==> src/rtl/conv2x2_seq_ctrl_pkg.sv <==
// Shared constants for the 2x2 dual-channel convolution sequencer.
// Holds the FSM state encoding, the weight address map and the datapath widths.
package conv2x2_seq_ctrl_pkg;

  localparam int unsigned PIX_W = 13;  // signed pixel width
  localparam int unsigned WGT_W = 8;   // signed weight width
  localparam int unsigned ACC_W = 22;  // signed per-tap datapath result width
  localparam int unsigned SUM_W = 24;  // signed 4-tap window sum width
  localparam int unsigned NUM_W = 8;   // weight registers (4 taps x 2 channels)

  localparam logic [0:0] ST_ACC = 1'b0;
  localparam logic [0:0] ST_OUT = 1'b1;

  localparam logic [2:0] WA0 = 3'd0;
  localparam logic [2:0] WA1 = 3'd1;
  localparam logic [2:0] WA2 = 3'd2;
  localparam logic [2:0] WA3 = 3'd3;
  localparam logic [2:0] WB0 = 3'd4;
  localparam logic [2:0] WB1 = 3'd5;
  localparam logic [2:0] WB2 = 3'd6;
  localparam logic [2:0] WB3 = 3'd7;

endpackage

==> src/rtl/conv2x2_wreg.sv <==
// Weight register file: eight signed 8-bit weights written through a byte port.
// Ports:
//   clk, rst_n   clock, asynchronous active-low reset
//   we_i         write strobe
//   addr_i       weight index (0-3 = WA0-WA3, 4-7 = WB0-WB3)
//   wdata_i      weight value
//   busy_i       window in progress; writes are rejected while high
//   weights_o    all weights, index i at bits [8*i +: 8]
//   cfg_err_o    one-cycle pulse after a rejected write
module conv2x2_wreg
  import conv2x2_seq_ctrl_pkg::*;
(
  input  logic                   clk,
  input  logic                   rst_n,
  input  logic                   we_i,
  input  logic [2:0]             addr_i,
  input  logic [WGT_W-1:0]       wdata_i,
  input  logic                   busy_i,
  output logic [NUM_W*WGT_W-1:0] weights_o,
  output logic                   cfg_err_o
);

  logic [WGT_W-1:0] w_q [NUM_W];
  logic [WGT_W-1:0] w_d [NUM_W];
  logic             cfg_err_q, cfg_err_d;

  always_comb begin
    for (int i = 0; i < NUM_W; i++) begin
      w_d[i] = w_q[i];
    end
    if (we_i && !busy_i) begin
      w_d[addr_i] = wdata_i;
    end
    cfg_err_d = we_i & busy_i;
  end

  always_ff @(posedge clk or negedge rst_n) begin
    if (!rst_n) begin
      for (int i = 0; i < NUM_W; i++) begin
        w_q[i] <= '0;
      end
      cfg_err_q <= 1'b0;
    end else begin
      for (int i = 0; i < NUM_W; i++) begin
        w_q[i] <= w_d[i];
      end
      cfg_err_q <= cfg_err_d;
    end
  end

  for (genvar g = 0; g < NUM_W; g++) begin : g_wout
    assign weights_o[g*WGT_W +: WGT_W] = w_q[g];
  end

  assign cfg_err_o = cfg_err_q;

endmodule

==> src/rtl/conv2x2_seq_ctrl.sv <==
// Sequencer for the 2x2 dual-channel convolution datapath. Owns the weights,
// steps the tap select across four accepted beats, accumulates the per-tap
// datapath results and presents the window sum (optional ReLU, saturation).
// Ports:
//   clk, rst_n                    clock, asynchronous active-low reset
//   cfg_we/cfg_addr/cfg_wdata     weight write port; cfg_err flags rejected writes
//   flush                         abort the partial window (ignored while a result waits)
//   in_valid/in_ready/in_a/in_b   tap beat handshake and pixel pair
//   dp_a/dp_b/dp_sel/dp_wa*/dp_wb* drive the external datapath
//   dp_acc                        datapath result for the current tap
//   out_valid/out_ready/out_data  window result handshake
//   busy                          window in progress or result pending
module conv2x2_seq_ctrl
  import conv2x2_seq_ctrl_pkg::*;
#(
  parameter int unsigned OUT_W   = 24,
  parameter bit          RELU_EN = 1'b0
) (
  input  logic              clk,
  input  logic              rst_n,
  input  logic              cfg_we,
  input  logic [2:0]        cfg_addr,
  input  logic [WGT_W-1:0]  cfg_wdata,
  output logic              cfg_err,
  input  logic              flush,
  input  logic              in_valid,
  output logic              in_ready,
  input  logic [PIX_W-1:0]  in_a,
  input  logic [PIX_W-1:0]  in_b,
  output logic [PIX_W-1:0]  dp_a,
  output logic [PIX_W-1:0]  dp_b,
  output logic [1:0]        dp_sel,
  output logic [WGT_W-1:0]  dp_wa0,
  output logic [WGT_W-1:0]  dp_wa1,
  output logic [WGT_W-1:0]  dp_wa2,
  output logic [WGT_W-1:0]  dp_wa3,
  output logic [WGT_W-1:0]  dp_wb0,
  output logic [WGT_W-1:0]  dp_wb1,
  output logic [WGT_W-1:0]  dp_wb2,
  output logic [WGT_W-1:0]  dp_wb3,
  input  logic [ACC_W-1:0]  dp_acc,
  output logic              out_valid,
  input  logic              out_ready,
  output logic [OUT_W-1:0]  out_data,
  output logic              busy
);

  // Clamp bounds for OUT_W < SUM_W; at or above SUM_W they span the full sum range.
  localparam int unsigned      SatShift = (OUT_W < SUM_W) ? OUT_W - 1 : SUM_W - 1;
  localparam logic [SUM_W-1:0] SatMaxU  = (SUM_W'(1) << SatShift) - SUM_W'(1);
  localparam logic [SUM_W-1:0] SatMinU  = ~SatMaxU;

  logic [0:0]       state_q, state_d;
  logic [1:0]       tap_q, tap_d;
  logic [SUM_W-1:0] partial_q, partial_d;
  logic             out_valid_q, out_valid_d;
  logic [OUT_W-1:0] out_data_q, out_data_d;

  logic [NUM_W*WGT_W-1:0] weights;
  logic [SUM_W-1:0]       acc_ext;
  logic [SUM_W-1:0]       sum;
  logic signed [SUM_W-1:0] relu_v;
  logic signed [SUM_W-1:0] clip_v;

  assign busy = (tap_q != 2'd0) || (state_q == ST_OUT);

  conv2x2_wreg u_wreg (
    .clk       (clk),
    .rst_n     (rst_n),
    .we_i      (cfg_we),
    .addr_i    (cfg_addr),
    .wdata_i   (cfg_wdata),
    .busy_i    (busy),
    .weights_o (weights),
    .cfg_err_o (cfg_err)
  );

  assign dp_wa0 = weights[WA0*WGT_W +: WGT_W];
  assign dp_wa1 = weights[WA1*WGT_W +: WGT_W];
  assign dp_wa2 = weights[WA2*WGT_W +: WGT_W];
  assign dp_wa3 = weights[WA3*WGT_W +: WGT_W];
  assign dp_wb0 = weights[WB0*WGT_W +: WGT_W];
  assign dp_wb1 = weights[WB1*WGT_W +: WGT_W];
  assign dp_wb2 = weights[WB2*WGT_W +: WGT_W];
  assign dp_wb3 = weights[WB3*WGT_W +: WGT_W];

  assign dp_a   = in_a;
  assign dp_b   = in_b;
  assign dp_sel = tap_q;

  assign acc_ext = {{(SUM_W - ACC_W){dp_acc[ACC_W-1]}}, dp_acc};
  assign sum     = partial_q + acc_ext;

  // Window post-processing: ReLU first, then clamp into the signed OUT_W range.
  always_comb begin
    relu_v = signed'(sum);
    if (RELU_EN && relu_v[SUM_W-1]) begin
      relu_v = '0;
    end
    if (relu_v > signed'(SatMaxU)) begin
      clip_v = signed'(SatMaxU);
    end else if (relu_v < signed'(SatMinU)) begin
      clip_v = signed'(SatMinU);
    end else begin
      clip_v = relu_v;
    end
  end

  always_comb begin
    state_d     = state_q;
    tap_d       = tap_q;
    partial_d   = partial_q;
    out_valid_d = out_valid_q;
    out_data_d  = out_data_q;
    unique case (state_q)
      ST_ACC: begin
        if (flush) begin
          // A beat in the same cycle as flush is dropped.
          tap_d     = 2'd0;
          partial_d = '0;
        end else if (in_valid) begin
          if (tap_q == 2'd3) begin
            out_data_d  = OUT_W'(clip_v);
            out_valid_d = 1'b1;
            partial_d   = '0;
            tap_d       = 2'd0;
            state_d     = ST_OUT;
          end else begin
            partial_d = sum;
            tap_d     = tap_q + 2'd1;
          end
        end
      end
      ST_OUT: begin
        if (out_ready) begin
          out_valid_d = 1'b0;
          state_d     = ST_ACC;
        end
      end
      default: state_d = ST_ACC;
    endcase
  end

  always_ff @(posedge clk or negedge rst_n) begin
    if (!rst_n) begin
      state_q     <= ST_ACC;
      tap_q       <= 2'd0;
      partial_q   <= '0;
      out_valid_q <= 1'b0;
      out_data_q  <= '0;
    end else begin
      state_q     <= state_d;
      tap_q       <= tap_d;
      partial_q   <= partial_d;
      out_valid_q <= out_valid_d;
      out_data_q  <= out_data_d;
    end
  end

  assign in_ready  = (state_q == ST_ACC);
  assign out_valid = out_valid_q;
  assign out_data  = out_data_q;

endmodule

==> config.mk <==
export PLATFORM = sky130hd
export DESIGN_NAME = conv2x2_seq_ctrl
export DESIGN_NICKNAME = d
export VERILOG_FILES = /design/src/rtl/conv2x2_seq_ctrl_pkg.sv /design/src/rtl/conv2x2_wreg.sv /design/src/rtl/conv2x2_seq_ctrl.sv
export SDC_FILE = /design/constraint.sdc
export NUM_CORES = 1
export LEC_CHECK = 0
export ABC_AREA = 0
export CORE_MARGIN = 3
export CORE_UTILIZATION = 48
export CTS_BUF_LIST = sky130_fd_sc_hd__clkbuf_8
export CTS_CLUSTER_DIAMETER = 120
export DETAILED_ROUTE_END_ITERATION = 10
export PLACE_DENSITY_LB_ADDON = 0.12
export SLEW_MARGIN = 20
export SYNTH_ARGS = -nofsm -noshare
export SYNTH_HDL_FRONTEND = slang
export SYNTH_HIERARCHICAL = 1
export SYNTH_SLANG_ARGS = --single-unit
==> constraint.sdc <==
create_clock -name clk -period 3.1 [get_ports clk]
set_input_delay 0.465 -clock clk [delete_from_list [all_inputs] [get_ports clk]]
set_output_delay 0.465 -clock clk [all_outputs]
set_load 0.02 [all_outputs]
==> results.cfg, run 1 <==
[power_and_ir_drop]
combPwrFrac_pct = 37.5
p_per_area_mw_per_mm2 = 794
ir_drop_uv = 577
power_leakage_nw = 3.50
p_int_mw = 4.13
netSwitchingFraction_pct = 31.9
p_total_mw = 6.07
pwr-share-clk_pct = 27.1
power_frac_seq_pct = 35.4
switchingPower_mw = 1.94

[synth]
yosysSeqAreaShare_pct = 50.0
synth.avg_cell_area_um2 = 11.9
syn_inst = 494
synth_area_leaders = dfrtp_1 50%, mux2_2 13%, ha_1 5.3%, buf_4 3.6%, o21ai_0 3.0%
yosys.area.top_type = dfrtp_1
async_reset_ff_share_pct = 100
synth_top_area_share_pct = 50.0
syn_nets = 585
synth_area_mm2 = 0.00586
ys_ff_latch = 117
ys.flop_type = dfrtp_1
yosys_warnings = 6
synth_edf_count = 0
ys_types = 57

[finish]
drive_gt1_share_pct = 20.3
final_util_pct = 65.5
fillers = 902
final_cell_mix = 131 x clkdlybuf4s50_1, 117 x dfrtp_1, 66 x mux2_2
multi_input_area_mm2 = 0.00265
insertedDiodeCount = 0
seqCellArea_mm2 = 0.00293
final_common_cell = clkdlybuf4s50_1
finalInstanceArea_mm2 = 0.00764
area_growth_syn_to_layout_pct = 30.4
layout.nets = 705

[timing]
rsz0062_at_grt = no
finalHoldViolCount = 0
setup_viol = 0
finClkSkew_ns = 0.0108
clock.fmax_ghz = 0.364
worst_slack_ns = 0.355
relSlewSlack_pct = 48.6
worstMarginPinSlew_ns = 0.771
slew_viol_final = 0
timing.final.crit_share_pct = 88.6
min_period_ns = 2.75

[flow_run]
cap_violations = 0

[critical_path]
cp_cell_sequence = clkdlybuf4s50_1, ha_1, fa_1, a211oi_1, o21ai_0, a21boi_0, o21bai_1, a21oi_1, xor2_1, o21ai_0
cpMostUsedCell = o21ai_0
cp_slowest_stage_delay_ns = 0.40
crit_fanout = 3
worstSetupEndpointType = flop
cp_slowest_cell = clkdlybuf4s50_1
critPathKind = input port to flop
worst-path-buf-inv = 1
cp_top_family = compound AO/OA/AOI/OAI gates
cp-start-kind = input port
critPathArrivalTime_ns = 3.03
crit_required_ns = 3.38

[place]
dpl_cell_area_mm2 = 0.00716
hpwl_mm = 10.0
io_buffers = 132
globalplace.congestion = 0.863
dp_slack_ns = -0.0189

[global_route]
grt-ovfl-total = 0
grt_pass1_wl_mm = 22.1
track_usage_pct = 21.1
antenna_found_initial = 0
grt_max_degree = 61
grt_pass1_vias = 4326

[cts]
clock_sinks = 117
postCtsResizedCells = 0
clkTransAtPathRegs_ns = 0.07
hold_buffers = 0
cts_buffers = 17
cts_setup_buffers = 0
root_buffer = clkbuf_8
cts_tree = yes
cts.path.max_buffers = 2
worst_skew_pair.late_latency_ns = 0.43
cts_htree_levels = 4

[floorplan]
core_region_area_mm2 = 0.0117
die_h_um = 116
io_pins = 185
core.rowCount = 39
initial_utilization_pct = 50.2
design.die.area_mm2 = 0.0136
die_width_um = 116

[drt]
vias = 4236
wire_per_inst_um = 17.8
wl_met2_mm = 6.15
drc = 0
drt_pass1_iterations = 4
wl_met3_um = 841
wl_mm = 13.7
viasPerCell = 5.51
routed.top_layer = met4
drt_iter0_markers = 240
drt-met1-wl_mm = 6.55
ant_nets = 0

[outcome]
status = finished clean

[worst_hold_path]
hold_path_class = input port to asynchronous set/reset pin
==> routing by layer <==
metal / GRT usage (%) / vias to the layer above
met5: 0 / -
met3: 6.42 / 17
met1: 30.5 / 2094
met4: 5.88 / 0
li1: - / 1992
met2: 30.9 / 133
==> state kept, by name, summed over array words and instances (netlist names) <==
signal and flops:
u_wreg/weights_o 64, state_q 1, out_data 24, dp_sel 2, partial_q 24, out_valid 1
u_wreg/cfg_err_o 1
==> Yosys cell counts (5+ instances only) <==
cell type and number:
ha_1 25, buf_4 28, and3_1 6, o21ai_1 5, a21oi_1 19, xnor2_1 12
nand2_1 44, mux2_4 8, a21o_1 10, o21ai_0 35, o211ai_1 6, mux2_2 66
and2_1 5, dfrtp_1 117, xor2_1 9, clkbuf_1 7, inv_1 6, a22o_1 10
nor2_1 14
==> worst reg2reg max path, cell delays in order, from the launching register on <==
cell	delay, ns
dfrtp_1	0.39
ha_1	0.23
fa_1	0.40
a211oi_1	0.36
o21ai_0	0.21
a21boi_0	0.33
o21bai_1	0.11
a21oi_1	0.18
xor2_1	0.20
o21ai_0	0.13
==> final cells by class <==
type                       instances  area share [%]
multi-input combinational        332            34.7
timing repair buffer             139            18.1
sequential                       117            38.3
tap                              143            2.34
inverter                           7           0.344
clock buffer                      22            3.96
clock inverter                     9            2.26
==> worst paths after layout <==
kind | start | to | slack [ns] | cells past startpoint
setup / recovery | dp_acc[0] | partial_q[10] | 0.35 | 10
setup reg to reg | partial_q[0] | partial_q[10] | 0.43 | 9
hold reg to reg | out_data[4] | out_data[4] | 0.48 | 2
min in group clk | out_data[4] | out_data[4] | 0.48 | 2
max in group asynchronous | rst_n | u_wreg/weights_o[50] | 2.20 | 2
hold / removal | rst_n | out_data[5] | 0.11 | 1
==> cells by family (layout without fill, tap and decap cells) <==
logic type | count (synthesis) | after routing | synth area share, %
AOI/OAI and AO/OA | 113 | 113 | 12.6
xor gates and xnor gates | 21 | 21 | 3.14
adders and majority gates | 26 | 26 | 5.68
buffers and inverters | 45 | 177 | 4.85
DFF | 117 | 117 | 50.0
muxes | 75 | 75 | 14.9
and+or+nand+nor | 97 | 97 | 8.82
==> per-stage QoR <==
stage          hold slack [ns]  std cells  setup TNS [ns]
2_1_floorplan            0.169        494               0
6_report                 0.112        769               0
4_1_cts                  0.124        769               0
5_1_grt                  0.143        769               0
3_3_place_gp             0.458        738               0
3_5_place_dp             0.470        738         -0.0189
==> power groups by stage <==
stage	logic, mW	clock network (mW)	registers, mW
2_1_floorplan	0.882	0	2.58
3_3_place_gp	2.24	0	2.16
3_5_place_dp	2.28	0	2.18
5_1_grt	2.45	1.76	2.20
6_report	2.27	1.64	2.15
4_1_cts	2.29	1.69	2.15
(Power assumes the default switching activity.)
==> run 2, diff against run 1 <==
Settings changed: CORE_ASPECT_RATIO set to 0.75.
==> results.cfg, run 2 (synthesis results as in run 1) <==
[flow_run]
cap_violations = 0

[finish]
layout.nets = 709
final_cell_mix = 131 x clkdlybuf4s50_1, 117 x dfrtp_1, 66 x mux2_2
insertedDiodeCount = 0
final_common_cell = clkdlybuf4s50_1
area_growth_syn_to_layout_pct = 30.3
final_util_pct = 65.0
stdcell_count = 793
drive_gt1_share_pct = 20.8
finalInstanceArea_mm2 = 0.00763
fillers = 946
largest_reg_flops = 64

[cts]
clock_sinks = 117
cts_tree = yes
cts_htree_levels = 4
cts.path.max_buffers = 2
cts_buffers = 17
clkTransAtPathRegs_ns = 0.07
root_buffer = clkbuf_8
cts_setup_buffers = 0
worst_skew_pair.late_latency_ns = 0.43

[timing]
tns_ns = 0
setup_viol = 0
slew_viol_final = 0
min_period_ns = 2.66
rsz0062_at_grt = no
clock.fmax_ghz = 0.375
hold_ws_ns = 0.477
timing.final.crit_share_pct = 85.9
worstMarginPinSlew_ns = 0.599
finClkSkew_ns = 0.00903
finalHoldViolCount = 0
worst_slack_ns = 0.436
relSlewSlack_pct = 60.0

[critical_path]
critPathArrivalTime_ns = 2.97
r2r_start = partial_q[0]
r2r_slack_ns = 0.52
r2r_cells = 9
worstSetupEndpointType = flop
reg2reg_to = out_data[18]
crit_required_ns = 3.41
cp-start-kind = input port
crit_fanout = 3
critPathKind = input port to flop

[drt]
vias = 4231
ant_nets = 0
wl_mm = 14.4
drt_iter0_markers = 168
wire_per_inst_um = 18.2
drt_pass1_iterations = 5
drc = 0
viasPerCell = 5.34

[place]
dp_slack_ns = -0.0149
io_buffers = 132
dpl_cell_area_mm2 = 0.00721
globalplace.congestion = 0.941
hpwl_mm = 10.7
placed_cells = 760

[floorplan]
die_width_um = 134
initial_utilization_pct = 49.9
design.die.area_mm2 = 0.0136
die_h_um = 102
core.rowCount = 34
core_region_area_mm2 = 0.0117
io_pins = 185

[global_route]
track_usage_pct = 21.8
grt-ovfl-total = 0
grt_pass1_wl_mm = 23.0
antenna_found_initial = 0
grt_max_degree = 64
grt_pass1_vias = 4216

[power_and_ir_drop]
power_leakage_nw = 3.48
p_total_mw = 5.93
ir_drop_uv = 477
p_per_area_mw_per_mm2 = 777

[worst_hold_path]
min_path_cells = 2
min_from = out_valid
hold_path_class = flop to flop
hold-path-endpoint = out_valid

[outcome]
status = finished clean
run 2: cell type report:
cell class / count / area (um2) / area share [%]
repair buffers: 143 / 1420 / 18.6
clock buffers: 17 / 234 / 3.06
flip-flops and latches: 117 / 2930 / 38.3
well taps: 162 / 203 / 2.65
clock inverters: 15 / 180 / 2.36
inverters: 7 / 26.3 / 0.344
multi-input cells: 332 / 2650 / 34.7
run 2: how the worst max path moves through the flow:
| stage | to | depth (start not counted) | slack, ns | from |
|---|---|---|---|---|
| 3_3_place_gp | out_data[18] | 10 | 0.004 | dp_acc[0] |
| 4_1_cts | out_data[18] | 10 | 0.42 | dp_acc[0] |
| 6_report | out_data[18] | 10 | 0.44 | dp_acc[0] |
| 5_1_grt | out_data[18] | 10 | 0.20 | dp_acc[0] |
| 2_1_floorplan | out_data[18] | 9 | 0.63 | dp_acc[0] |
| 3_5_place_dp | out_data[18] | 10 | -0.01 | dp_acc[0] |
run 2: critical path, cell delays in order:
cell,delay (ns)
clkdlybuf4s50_1,0.41
ha_1,0.27
fa_1,0.41
a211oi_1,0.27
o211ai_1,0.13
and3_1,0.24
o21ai_2,0.23
o21ai_1,0.12
xor2_1,0.16
mux2_2,0.27
run 2: power breakdown:
group | internal, mW | switching (mW)
clock network | 0.801 | 0.680
registers | 1.93 | 0.222
logic | 1.15 | 1.15
total | 3.88 | 2.05
run 2: per-layer routing:
metal | routed length, um | vias up | part of all wire [%] | GRT usage [%]
li1 | - | 2001 | - | -
met1 | 7230 | 2088 | 50 | 32.3
met2 | 6230 | 110 | 43 | 31.6
met3 | 697 | 32 | 4.8 | 5.61
met4 | 262 | 0 | 1.8 | 6.56
met5 | 0 | - | 0 | 0
run 2: timing repair:
action | in CTS | in global routing
hold endpoints to repair | 27 | 0
gates resized for setup | 0 | 0
hold buffers | 1 | 0
==> RTL change 1: new RTL, settings of run 1 <==
Change the parameter `OUT_W` from 24 to 48.
--- a/src/rtl/conv2x2_seq_ctrl.sv
+++ b/src/rtl/conv2x2_seq_ctrl.sv
@@ -13,7 +13,7 @@
 module conv2x2_seq_ctrl
   import conv2x2_seq_ctrl_pkg::*;
 #(
-  parameter int unsigned OUT_W   = 24,
+  parameter int unsigned OUT_W   = 48,
   parameter bit          RELU_EN = 1'b0
 ) (
   input  logic              clk,
Ports: changed (resized out_data); port bits go from 185 to 209. The function was not compared with the original's and may differ.
==> RTL change 1 against run 1 <==
- area after synthesis is 3.1% higher
- power is 2.8% higher
- sequential cell count stayed put
- cell area is 3.4% higher
- routed wire length is 4.3% higher
- setup slack better by 0.0059 ns
- utilization is 0.55 points lower
==> RTL change 1: results (changes against run 1) <==
Parameter                              Value

Floorplanning
  Floorplan Core Area    12200 µm² (+4.3%)

Placed design
  Number of cells after detailed placement    789 (+6.9%)
  Instance area after placement    7460 µm² (+4.2%)
  HPWL after DPL    10600 µm (+5.7%)
  Setup slack after placement    -0.0193 ns (-0.000456 ns)
  Number of input and output port buffers inserted    156 (+18%)
  Final RePlAce weighted congestion    0.876 (+1.5%)

Layout
  Final net count    731 (+3.7%)
  Buffers, non-clock    165 (+19%)
  Number of inserted filler cells in the final layout    983 (+9.0%)
  Final non-clock buffer share    0.209 (+0.0279)
  Clkbuf count    21 (-4.5%)
  Proportion of layout cells with a drive suffix above 1    0.199 (-0.00379)
  ClkCell Share    0.0553 (-0.00696)

Power and ir drop
  Fraction of power spent switching nets    0.344 (+0.0246)
  Power dissipated by switching net loads    2140 µW (+11%)
  Worst voltage drop across the vdd grid    0.427 mV (-26%)

Detailed routing
  Number of violations reported at the end of detailed-routing iteration 0    190 (-21%)
  Met2 wirelength from detailed routing    6710 µm (+9.0%)
  Detail-routed via count per cell    5.24 (-4.8%)
  Average wire per standard cell    17.4 µm (-2.3%)
  Met3 WL    797 µm (-5.2%)

Synthesis
  Multiplexer fraction of the synthesized cell area    0.145 (-0.00445)
  Proportion of synthesized chip area in sequential cells    0.485 (-0.0149)
  Leading post-synthesis cells by cell area    sky130_fd_sc_hd__dfrtp_1, sky130_fd_sc_hd__mux2_2, sky130_fd_sc_hd__buf_4
  Share of the synthesized netlist area taken by xor and xnor gates    0.0305 (-0.000936)
  Post-synthesis compound-gate area fraction    0.122 (-0.00376)
  Net Count, Synth    609 (+4.1%)
  Post-synthesis average cell area    11.7 µm² (-1.7%)

Run status
  Result of the run    completed

STA
  Post-route setup slack    0.361 ns (+0.00591 ns)
  Setup Skew    0.0103 ns (-0.000546 ns)
  Final Cycle Share    0.884 (-0.00191)
  Slew at the pin closest to its max-slew limit    0.784 ns (+0.0130 ns)

Worst setup path
  Delay contributed by the slowest stage of the critical path    0.43 ns (+0.03 ns)
  Arrival time at the worst endpoint    3.06 ns (+0.03 ns)

Global routing
  Global-route total usage across every layer    0.211 (about the same)
  Number of global-route vias before repair    4457 (+3.0%)
[RTL change 1: cell count changes in the layout (fill, tap and decap cells not counted), sizes merged]
cell           before  now
bufinv              5    3
buf                 8   10
clkinvlp            0    3
clkbuf             22   21
clkdlybuf4s50     131  155
clkinv              4    3
inv                 7    9
[RTL change 1: final timing paths]
check	to	cells past startpoint	slack, ns	startpoint
max	out_data[18]	10	0.36	dp_acc[0]
min	u_wreg/weights_o[21]	1	0.10	rst_n
max reg2reg	out_data[18]	9	0.47	partial_q[0]
min reg2reg	out_data[2]	2	0.48	out_data[2]
max in group asynchronous	partial_q[23]	2	2.25	rst_n
min in group clk	out_data[2]	2	0.48	out_data[2]
[RTL change 1: routing by layer]
metal  vias to the layer above  track usage
met5                         -            0
met4                         0       0.0857
met3                        42       0.0536
met2                       129        0.331
met1                      2088        0.280
li1                       2047            -
==> RTL change 2: new RTL, settings of run 1 <==
Made on the original files. Put a register stage on the output `cfg_err`, with the module's reset. The value now appears one clock later. The other outputs are not delayed to match.
--- a/src/rtl/conv2x2_seq_ctrl.sv
+++ b/src/rtl/conv2x2_seq_ctrl.sv
@@ -50,6 +50,8 @@
   localparam logic [SUM_W-1:0] SatMaxU  = (SUM_W'(1) << SatShift) - SUM_W'(1);
   localparam logic [SUM_W-1:0] SatMinU  = ~SatMaxU;
 
+  logic cfg_err_c;
+
   logic [0:0]       state_q, state_d;
   logic [1:0]       tap_q, tap_d;
   logic [SUM_W-1:0] partial_q, partial_d;
@@ -72,7 +74,7 @@
     .wdata_i   (cfg_wdata),
     .busy_i    (busy),
     .weights_o (weights),
-    .cfg_err_o (cfg_err)
+    .cfg_err_o (cfg_err_c)
   );
 
   assign dp_wa0 = weights[WA0*WGT_W +: WGT_W];
@@ -161,5 +163,13 @@
   assign out_valid = out_valid_q;
   assign out_data  = out_data_q;
 
+  always_ff @(posedge clk or negedge rst_n) begin
+    if (!rst_n) begin
+      cfg_err <= '0;
+    end else begin
+      cfg_err <= cfg_err_c;
+    end
+  end
+
 endmodule
 
Behaviour: not the same (Yosys sat finds a counterexample within 4 cycles, from zero or initial values and one cycle with rst_n low).
==> RTL change 2 against run 1 <==
- routed wire length grew 1.9%
- clock skew shrank 0.0011 ns
- setup slack gained 0.11 ns
- largest power group unchanged
- area after synthesis grew 0.43%
- power shrank 2.0%
- sequential cell count grew 1
- sequential share of layout area grew 0.41 points
- utilization shrank 0.41 points
- cell area shrank 0.21%
==> RTL change 2: results (changes against run 1) <==
Parameter                              Value

Run status
  Result of the run    completed

Detailed routing
  Routed wire length    13900 µm (+1.9%)
  Number of violations reported at the end of detailed-routing iteration 0    331 (+38%)
  Via Count    4220 (-0.38%)

Worst setup path
  Slack of the worst reg-to-reg path    0.53 ns (+0.10 ns)
  Reg2Reg Launch Point    partial_q[0]
  Arrival time at the worst endpoint    2.97 ns (-0.06 ns)

Global routing
  Maximum number of pins on one net before global-route repair    50 (-18%)
  Global-route total usage across every layer    0.216 (+0.00465)
  First-pass GRT wire length    22500 µm (+1.5%)
  Number of global-route vias before repair    4339 (+0.30%)

Layout
  Proportion of layout cells with a drive suffix above 1    0.208 (+0.00506)
  Final net count    708 (+0.43%)
  Number of inserted filler cells in the final layout    925 (+2.5%)

Synthesis
  Net Count, Synth    586 (+0.17%)
  Leading post-synthesis cells by cell area    sky130_fd_sc_hd__dfrtp_1, sky130_fd_sc_hd__mux2_2, sky130_fd_sc_hd__ha_1
  Proportion of synthesized chip area in sequential cells    0.502 (+0.00213)

STA
  Slew at the pin closest to its max-slew limit    0.632 ns (-0.139 ns)
  Final Cycle Share    0.850 (-0.0359)
  Setup Skew    0.00972 ns (-0.00112 ns)

Placed design
  Final RePlAce weighted congestion    0.892 (+3.4%)
  Number of input and output port buffers inserted    132 (unchanged)
  Setup slack after placement    0.0541 ns (+0.0729 ns)
  HPWL after DPL    10300 µm (+3.0%)

Power and ir drop
  Worst voltage drop across the vdd grid    0.466 mV (-19%)
  Leakage power summed over all cells    0.00347 µW (-0.87%)

Worst hold path
  Type of the worst min-delay path    primary input to async pin

Clock tree
  Worst-skew pair later-pin latency    0.45 ns (+0.02 ns)
RTL change 2: cell types whose count changed in the layout (fill, tap and decap cells not counted), sizes merged:
cell      delta
clkinvlp     +6
inv          +1
buf          +2
clkbuf       -3
bufinv       -2
clkinv       -1
dfrtp        +1
RTL change 2: report_power, final:
group          total, µW  switching, µW  leakage, µW  internal, µW
sequential          2160            221      0.00149          1940
combinational       2280           1130      0.00178          1140
clock               1510            666     0.000197           843
RTL change 2: kinds of logic (layout without fill, tap and decap cells):
family          Yosys count  in the layout  synth area share
flops                   118            118             0.502
compound gates          113            113             0.126
simple gates             97             97            0.0878
mux                      75             75             0.149
buf+inv                  45            180            0.0483
fa+ha+maj                26             26            0.0566
xor+xnor                 21             21            0.0313
RTL change 2: area by class of cell:
type	count	area, µm²	area share
sequential	118	2950	0.387
multi-input combinational	332	2650	0.347
timing repair buffer	141	1390	0.182
clock buffer	19	262	0.0343
tap	143	179	0.0235
clock inverter	13	170	0.0223
inverter	7	26.3	0.00345
RTL change 2: through the flow:
| step | power (µW) | utilization | area, µm² | hold WS [ns] | instances |
|---|---|---|---|---|---|
| final | 5950 | 0.651 | 7620 | 0.0249 | 773 |
| after global routing | 6290 | 0.651 | 7620 | 0.0621 | 773 |
| after CTS | 6010 | 0.651 | 7620 | 0.0254 | 773 |
| after detailed placement | 4480 | 0.614 | 7190 | 0.350 | 741 |
| after global placement | 4420 | 0.614 | 7190 | 0.334 | 741 |
| after floorplan | 3480 | - | 5880 | 0.169 | 495 |
RTL change 2: critical path: cells and delay by family:
kind                       cells  cell delay (ns)
muxes                          1             0.27
xor gates and xnor gates       1             0.16
buffers and inverters          1             0.41
and+or+nand+nor                1             0.25
AOI/OAI and AO/OA              4             0.77
adders and majority gates      2             0.65
RTL change 2: worst max-delay path by stage:
stage / startpoint / end / cells after the start
2_1_floorplan: dp_acc[0] / out_data[18] / 9
3_3_place_gp: dp_acc[0] / out_data[18] / 10
4_1_cts: dp_acc[0] / out_data[18] / 10
5_1_grt: dp_acc[0] / partial_q[10] / 10
3_5_place_dp: dp_acc[0] / out_data[20] / 10
6_report: dp_acc[0] / out_data[18] / 10
RTL change 2: metal layers:
| metal | up-vias | track usage | routed length (µm) |
|---|---|---|---|
| met2 | 125 | 0.322 | 6370 |
| met3 | 31 | 0.0560 | 1010 |
| li1 | 2002 | - | - |
| met1 | 2062 | 0.304 | 6340 |
| met4 | 0 | 0.0803 | 200 |
| met5 | - | 0 | 0 |
